`config.mk`:
```
export PLATFORM = sky130hd
export DESIGN_NAME = id_stage_scoreboard
export DESIGN_NICKNAME = d
export VERILOG_FILES = /design/src/rtl/id_stage_scoreboard.sv
export SDC_FILE = /design/constraint.sdc
export NUM_CORES = 1
export LEC_CHECK = 0
export ABC_AREA = 1
export BUFFER_PORTS_ARGS = -buffer_cell sky130_fd_sc_hd__buf_2
export CAP_MARGIN = 20
export CORE_UTILIZATION = 30
export CTS_CLUSTER_DIAMETER = 100
export CTS_CLUSTER_SIZE = 8
export DETAILED_ROUTE_END_ITERATION = 8
export GPL_TIMING_DRIVEN = 1
export PLACE_DENSITY = 0.5
export SETUP_SLACK_MARGIN = 0.4
export SYNTH_ARGS = -nofsm -noshare
export SYNTH_HDL_FRONTEND = slang
export SYNTH_SLANG_ARGS = --single-unit
export TNS_END_PERCENT = 50
```
`constraint.sdc`:
```
create_clock -name clk -period 5.1 [get_ports clk]
set_input_delay 1.02 -clock clk [delete_from_list [all_inputs] [get_ports clk]]
set_output_delay 1.02 -clock clk [all_outputs]
set_load 0.02 [all_outputs]
```
`src/rtl/id_stage_scoreboard.sv`:
```
// Registered ID stage: decodes a 16-bit instruction into S/M/T register indices and memory
// control, tracks in-flight writes in a busy scoreboard and stalls on RAW/WAW hazards.
module id_stage_scoreboard #(
  parameter int REG_W  = 4,
  parameter int IH_IDX = 8,
  parameter int SP_IDX = 9,
  parameter int RA_IDX = 10,
  localparam int NUM_REGS = 2**REG_W
) (
  input  logic                clk,
  input  logic                rst,
  input  logic                in_valid,
  input  logic [15:0]         instr,
  output logic                in_ready,
  output logic                out_valid,
  input  logic                out_ready,
  output logic [REG_W-1:0]    reg_s,
  output logic [REG_W-1:0]    reg_m,
  output logic [REG_W-1:0]    reg_t,
  output logic                use_s,
  output logic                use_m,
  output logic                wr_t,
  output logic [1:0]          mem_ctrl,
  input  logic                wb_valid,
  input  logic [REG_W-1:0]    wb_reg,
  input  logic                flush,
  output logic [NUM_REGS-1:0] busy_vec
);

  localparam logic [REG_W-1:0] IH = REG_W'(IH_IDX);
  localparam logic [REG_W-1:0] SP = REG_W'(SP_IDX);
  localparam logic [REG_W-1:0] RA = REG_W'(RA_IDX);
  localparam logic [1:0] MEM_LOAD  = 2'b01;
  localparam logic [1:0] MEM_STORE = 2'b10;

  logic [4:0] op, f;
  logic [REG_W-1:0] rx, ry, rz;
  logic [REG_W-1:0] d_s, d_m, d_t;
  logic d_us, d_um, d_wt;
  logic [1:0] d_mem;
  logic [NUM_REGS-1:0] busy, busy_next;
  logic hazard, accept, squash_clear;

  assign op = instr[15:11];
  assign f  = instr[4:0];
  assign rx = REG_W'(instr[10:8]);
  assign ry = REG_W'(instr[7:5]);
  assign rz = REG_W'(instr[4:2]);

  always_comb begin
    d_s = '0; d_m = '0; d_t = '0;
    d_us = 1'b0; d_um = 1'b0; d_wt = 1'b0;
    d_mem = 2'b00;
    case (op)
      5'b00000: begin d_s = SP; d_us = 1'b1; d_t = rx; d_wt = 1'b1; end
      5'b00100, 5'b00101: begin d_s = rx; d_us = 1'b1; end
      5'b00110: begin d_s = ry; d_us = 1'b1; d_t = rx; d_wt = 1'b1; end
      5'b01000: begin d_s = rx; d_us = 1'b1; d_t = ry; d_wt = 1'b1; end
      5'b01001: begin d_s = rx; d_us = 1'b1; d_t = rx; d_wt = 1'b1; end
      5'b01010, 5'b01011, 5'b01110: begin d_s = rx; d_us = 1'b1; end
      5'b01100: begin
        case (instr[10:8])
          3'b010: begin d_s = SP; d_us = 1'b1; d_m = RA; d_um = 1'b1; d_mem = MEM_STORE; end
          3'b011: begin d_s = SP; d_us = 1'b1; d_t = SP; d_wt = 1'b1; end
          3'b100: begin d_s = ry; d_us = 1'b1; d_t = SP; d_wt = 1'b1; end
          default: ;
        endcase
      end
      5'b01101: begin d_t = rx; d_wt = 1'b1; end
      5'b01111: begin d_s = ry; d_us = 1'b1; d_t = rx; d_wt = 1'b1; end
      5'b10010: begin d_s = SP; d_us = 1'b1; d_t = rx; d_wt = 1'b1; d_mem = MEM_LOAD; end
      5'b10011: begin d_s = rx; d_us = 1'b1; d_t = ry; d_wt = 1'b1; d_mem = MEM_LOAD; end
      5'b11010: begin d_s = SP; d_us = 1'b1; d_m = rx; d_um = 1'b1; d_mem = MEM_STORE; end
      5'b11011: begin d_s = ry; d_us = 1'b1; d_m = rx; d_um = 1'b1; d_mem = MEM_STORE; end
      5'b11100: begin d_s = rx; d_us = 1'b1; d_m = ry; d_um = 1'b1; d_t = rz; d_wt = 1'b1; end
      5'b11101: begin
        case (f)
          5'b00000: begin
            case (instr[7:5])
              3'b000: begin d_s = rx; d_us = 1'b1; end
              3'b010: begin d_t = rx; d_wt = 1'b1; end
              3'b110: begin d_s = rx; d_us = 1'b1; d_t = RA; d_wt = 1'b1; end
              default: ;
            endcase
          end
          5'b00010, 5'b00011: begin d_s = rx; d_us = 1'b1; d_m = ry; d_um = 1'b1; end
          5'b01010: begin d_s = ry; d_us = 1'b1; d_m = rx; d_um = 1'b1; end
          5'b00100, 5'b00110, 5'b00111: begin
            d_s = ry; d_us = 1'b1; d_m = rx; d_um = 1'b1; d_t = ry; d_wt = 1'b1;
          end
          5'b01100, 5'b01101, 5'b01110: begin
            d_s = ry; d_us = 1'b1; d_m = rx; d_um = 1'b1; d_t = rx; d_wt = 1'b1;
          end
          5'b01011, 5'b01111: begin d_s = ry; d_us = 1'b1; d_t = rx; d_wt = 1'b1; end
          default: ;
        endcase
      end
      5'b11110: begin
        if (instr[0]) begin d_s = rx; d_us = 1'b1; d_t = IH; d_wt = 1'b1; end
        else          begin d_s = IH; d_us = 1'b1; d_t = rx; d_wt = 1'b1; end
      end
      default: ;
    endcase
  end

  assign hazard = in_valid & ((d_us & busy[d_s]) | (d_um & busy[d_m]) | (d_wt & busy[d_t]));
  assign in_ready = ~rst & ~flush & ~hazard & (~out_valid | out_ready);
  assign accept = in_valid & in_ready;

  // A squashed writer frees its T, but only while the single clear port is not claimed by
  // a writeback to some other register.
  assign squash_clear = flush & out_valid & ~out_ready & wr_t & ~(wb_valid & (wb_reg != reg_t));

  always_comb begin
    busy_next = busy;
    if (wb_valid) busy_next[wb_reg] = 1'b0;
    if (squash_clear) busy_next[reg_t] = 1'b0;
    if (accept && d_wt) busy_next[d_t] = 1'b1;
  end

  always_ff @(posedge clk) begin
    if (rst) begin
      busy      <= '0;
      out_valid <= 1'b0;
      reg_s     <= '0;
      reg_m     <= '0;
      reg_t     <= '0;
      use_s     <= 1'b0;
      use_m     <= 1'b0;
      wr_t      <= 1'b0;
      mem_ctrl  <= 2'b00;
    end else begin
      busy <= busy_next;
      if (accept) begin
        out_valid <= 1'b1;
        reg_s     <= d_s;
        reg_m     <= d_m;
        reg_t     <= d_t;
        use_s     <= d_us;
        use_m     <= d_um;
        wr_t      <= d_wt;
        mem_ctrl  <= d_mem;
      end else if (flush || out_ready) begin
        out_valid <= 1'b0;
      end
    end
  end

  assign busy_vec = busy;

endmodule
```
==> metrics.yaml <==
detailed_routing:
  wl_um: 10700
  drc_errors: 0
  ant_nets: 0
  viasPerCell: 5.13
  drtIter0Drc: 253
  vias: 3675
  first_pass_iters: 5
  wire_per_inst_um: 15.0
clocking:
  ctsResizeCount: 0
  h-tree-depth: 2
  cts_buffers: 5
  clk_pin_slew_worst_paths_ns: 0.08
  clk_latency_ns: 0.29
  hold_buffers: 0
  cts_tree: "done"
  cts_setup_buffers: 0
  clock_sinks: 34
  cts_root_buffer: "clkbuf_8"
  clockBufferDepth: 2
setup_path:
  worstPathMaxFanout: 12
  rr_worst_depth: 5
  cp-start-kind: "input port"
  arrival_ns: 3.39
  worstPathRequired_ns: 4.08
  crit_type: "input port to output pin"
  crit_path_end_kind: "output pin"
logic_synthesis:
  syn_area_per_cell_um2: 5.49
  syn_area_um2: 2920
  synth_top_area_share_pct: 23.3
  yosysSeqAreaShare_pct: 23.3
  synthCells: 532
  synth.distinct_cells: 34
  syn_nets: 558
  synth_area_leaders: "dfxtp_1 (23%), nand2_1 (18%), nor2_1 (11%), nand3_1 (9.8%), inv_1 (9.3%)"
  synth_warnings: 0
  ys_ff_latch: 34
  yosys.area.top_type: "dfxtp_1"
finish:
  final_nets: 613
  fillCellCount: 1064
  area_growth_pct: 17.6
  antenna_cells: 0
  drive_above_1_share_pct: 13.8
timing:
  tns_ns: 0
  finalCritPeriodShare_pct: 86.4
  fin_skew_ns: 0.00882
  finalSetupViolCount: 0
  final_hold_viol_count: 0
  drv_slew: 0
  rsz0062_at_grt: "no"
  min_period_ns: 4.41
  maxSlewHeadroom_pct: 58.4
  fmax_ghz: 0.227
  tightestPinTransition_ns: 0.623
die:
  core_area_um2: 9330
  rows: 35
  initial_utilization_pct: 31.3
  die_h_um: 101
  io-pin-count: 61
  die_x_um: 101
  dieArea_um2: 10100
place:
  gp_routability_congestion: 0.974
  io_buffers: 60
  dpl.hpwl_um: 8410
pwr:
  peakVddDrop_mv: 0.118
  power.density_nw_per_um2: 210
  power.total_mw: 0.721
  leakage_nw: 1.80
job:
  maxCapViolations: 0
global_route:
  antenna_found_initial: 0
  grt-ovfl-total: 0
  grt_pass1_wl_um: 17000
  gr-usage-all-layers_pct: 21.5
  grt_max_degree: 31
  grt_pass1_vias: 3188
outcome:
  status: "finished clean"
hold_path:
  worstHoldPathCells: 2
  hold_class: "flip-flop to flip-flop"
==> final timing paths <==
check / startpoint / endpoint / slack (ns)
max: instr[15] / in_ready / 0.69
min: busy_vec[12] / busy_vec[12] / 0.46
max reg2reg: reg_t[0] / busy_vec[13] / 3.09
min reg2reg: busy_vec[12] / busy_vec[12] / 0.46
==> worst max-delay path: stages <==
cell and delay (ns):
buf_2 0.19, inv_2 0.13, nor3_4 0.44, nand2_1 0.15, nand2_1 0.13, nand2_1 0.06, nand2_1 0.29, nand2_1 0.09
o21ai_0 0.13, a21oi_1 0.11, nand2_1 0.08, nand3_1 0.06, nand2_1 0.08, nand3_2 0.11, a21oi_1 0.14, buf_2 0.17
==> area by class of cell <==
cell class	count	area (µm²)	area share (%)
multi-input cells	409	1880	54.8
repair buffers	62	315	9.18
clock inverters	1	30.0	0.874
inverters	75	282	8.20
flip-flops and latches	34	681	19.8
clock buffers	6	82.6	2.40
well taps	129	161	4.70
==> state kept, by name, indices dropped and copies added, names as in the netlist <==
signal	flops
busy_vec	16
reg_m	4
reg_s	4
reg_t	4
mem_ctrl	2
out_valid	1
use_m	1
use_s	1
wr_t	1
==> per-stage QoR <==
step                std cells  cell area [µm²]  worst slack [ns]  hold slack [ns]  util, %
finish                    716             3430             0.694            0.464     36.8
detailed placement        709             3320             0.696            0.456     35.6
CTS                       716             3430             0.696            0.467     36.8
global placement          709             3320             0.710            0.443     35.6
floorplan                 532             2920              1.20            0.534        -
global route              716             3430             0.461            0.480     36.8
==> Yosys cell counts (all sizes together) <==
library cell / count
a311oi: 1
a22oi: 2
nand3b: 1
dfxtp: 34
xor2: 4
nor2: 91
a21oi: 37
or2: 1
a211oi: 3
clkbuf: 4
nand2: 139
o41ai: 1
nand3: 59
buf: 10
inv: 75
nor4: 2
o21ai: 36
o22ai: 1
nor3b: 1
a21boi: 2
a2111oi: 1
o31ai: 2
o211ai: 2
nand4: 10
a31oi: 2
nor3: 11
==> kinds of logic after synthesis <==
logic type / after synthesis / share of synthesized area [%]
flops: 34 / 23.3
xor+xnor: 4 / 1.20
buf+inv: 89 / 12.2
simple gates: 315 / 46.1
compound gates: 90 / 17.1
==> where the power goes <==
part,internal [mW],switching (mW)
registers,0.274,0.00630
clock network,0.156,0.103
logic,0.0531,0.128
==> cells in the final DEF (no fill, tap or decap), drive strengths merged, types with 3 or more instances in the layout <==
cell type,count
a21oi,37
clkbuf,6
nand2,139
nor3,11
inv,75
buf,62
a211oi,3
nand4,10
nand3,59
o21ai,36
xor2,4
dfxtp,34
nor2,91
==> layer usage <==
layer | wire length [µm] | vias to the layer above | GRT usage [%] | part of all wire [%]
li1 | - | 1830 | - | -
met1 | 5230 | 1637 | 33.2 | 49
met2 | 4390 | 188 | 30.5 | 41
met3 | 884 | 20 | 3.12 | 8.3
met4 | 199 | 0 | 5.91 | 1.9
met5 | 0 | - | 0 | 0
No activity file was read; power rests on OpenSTA's default activity.
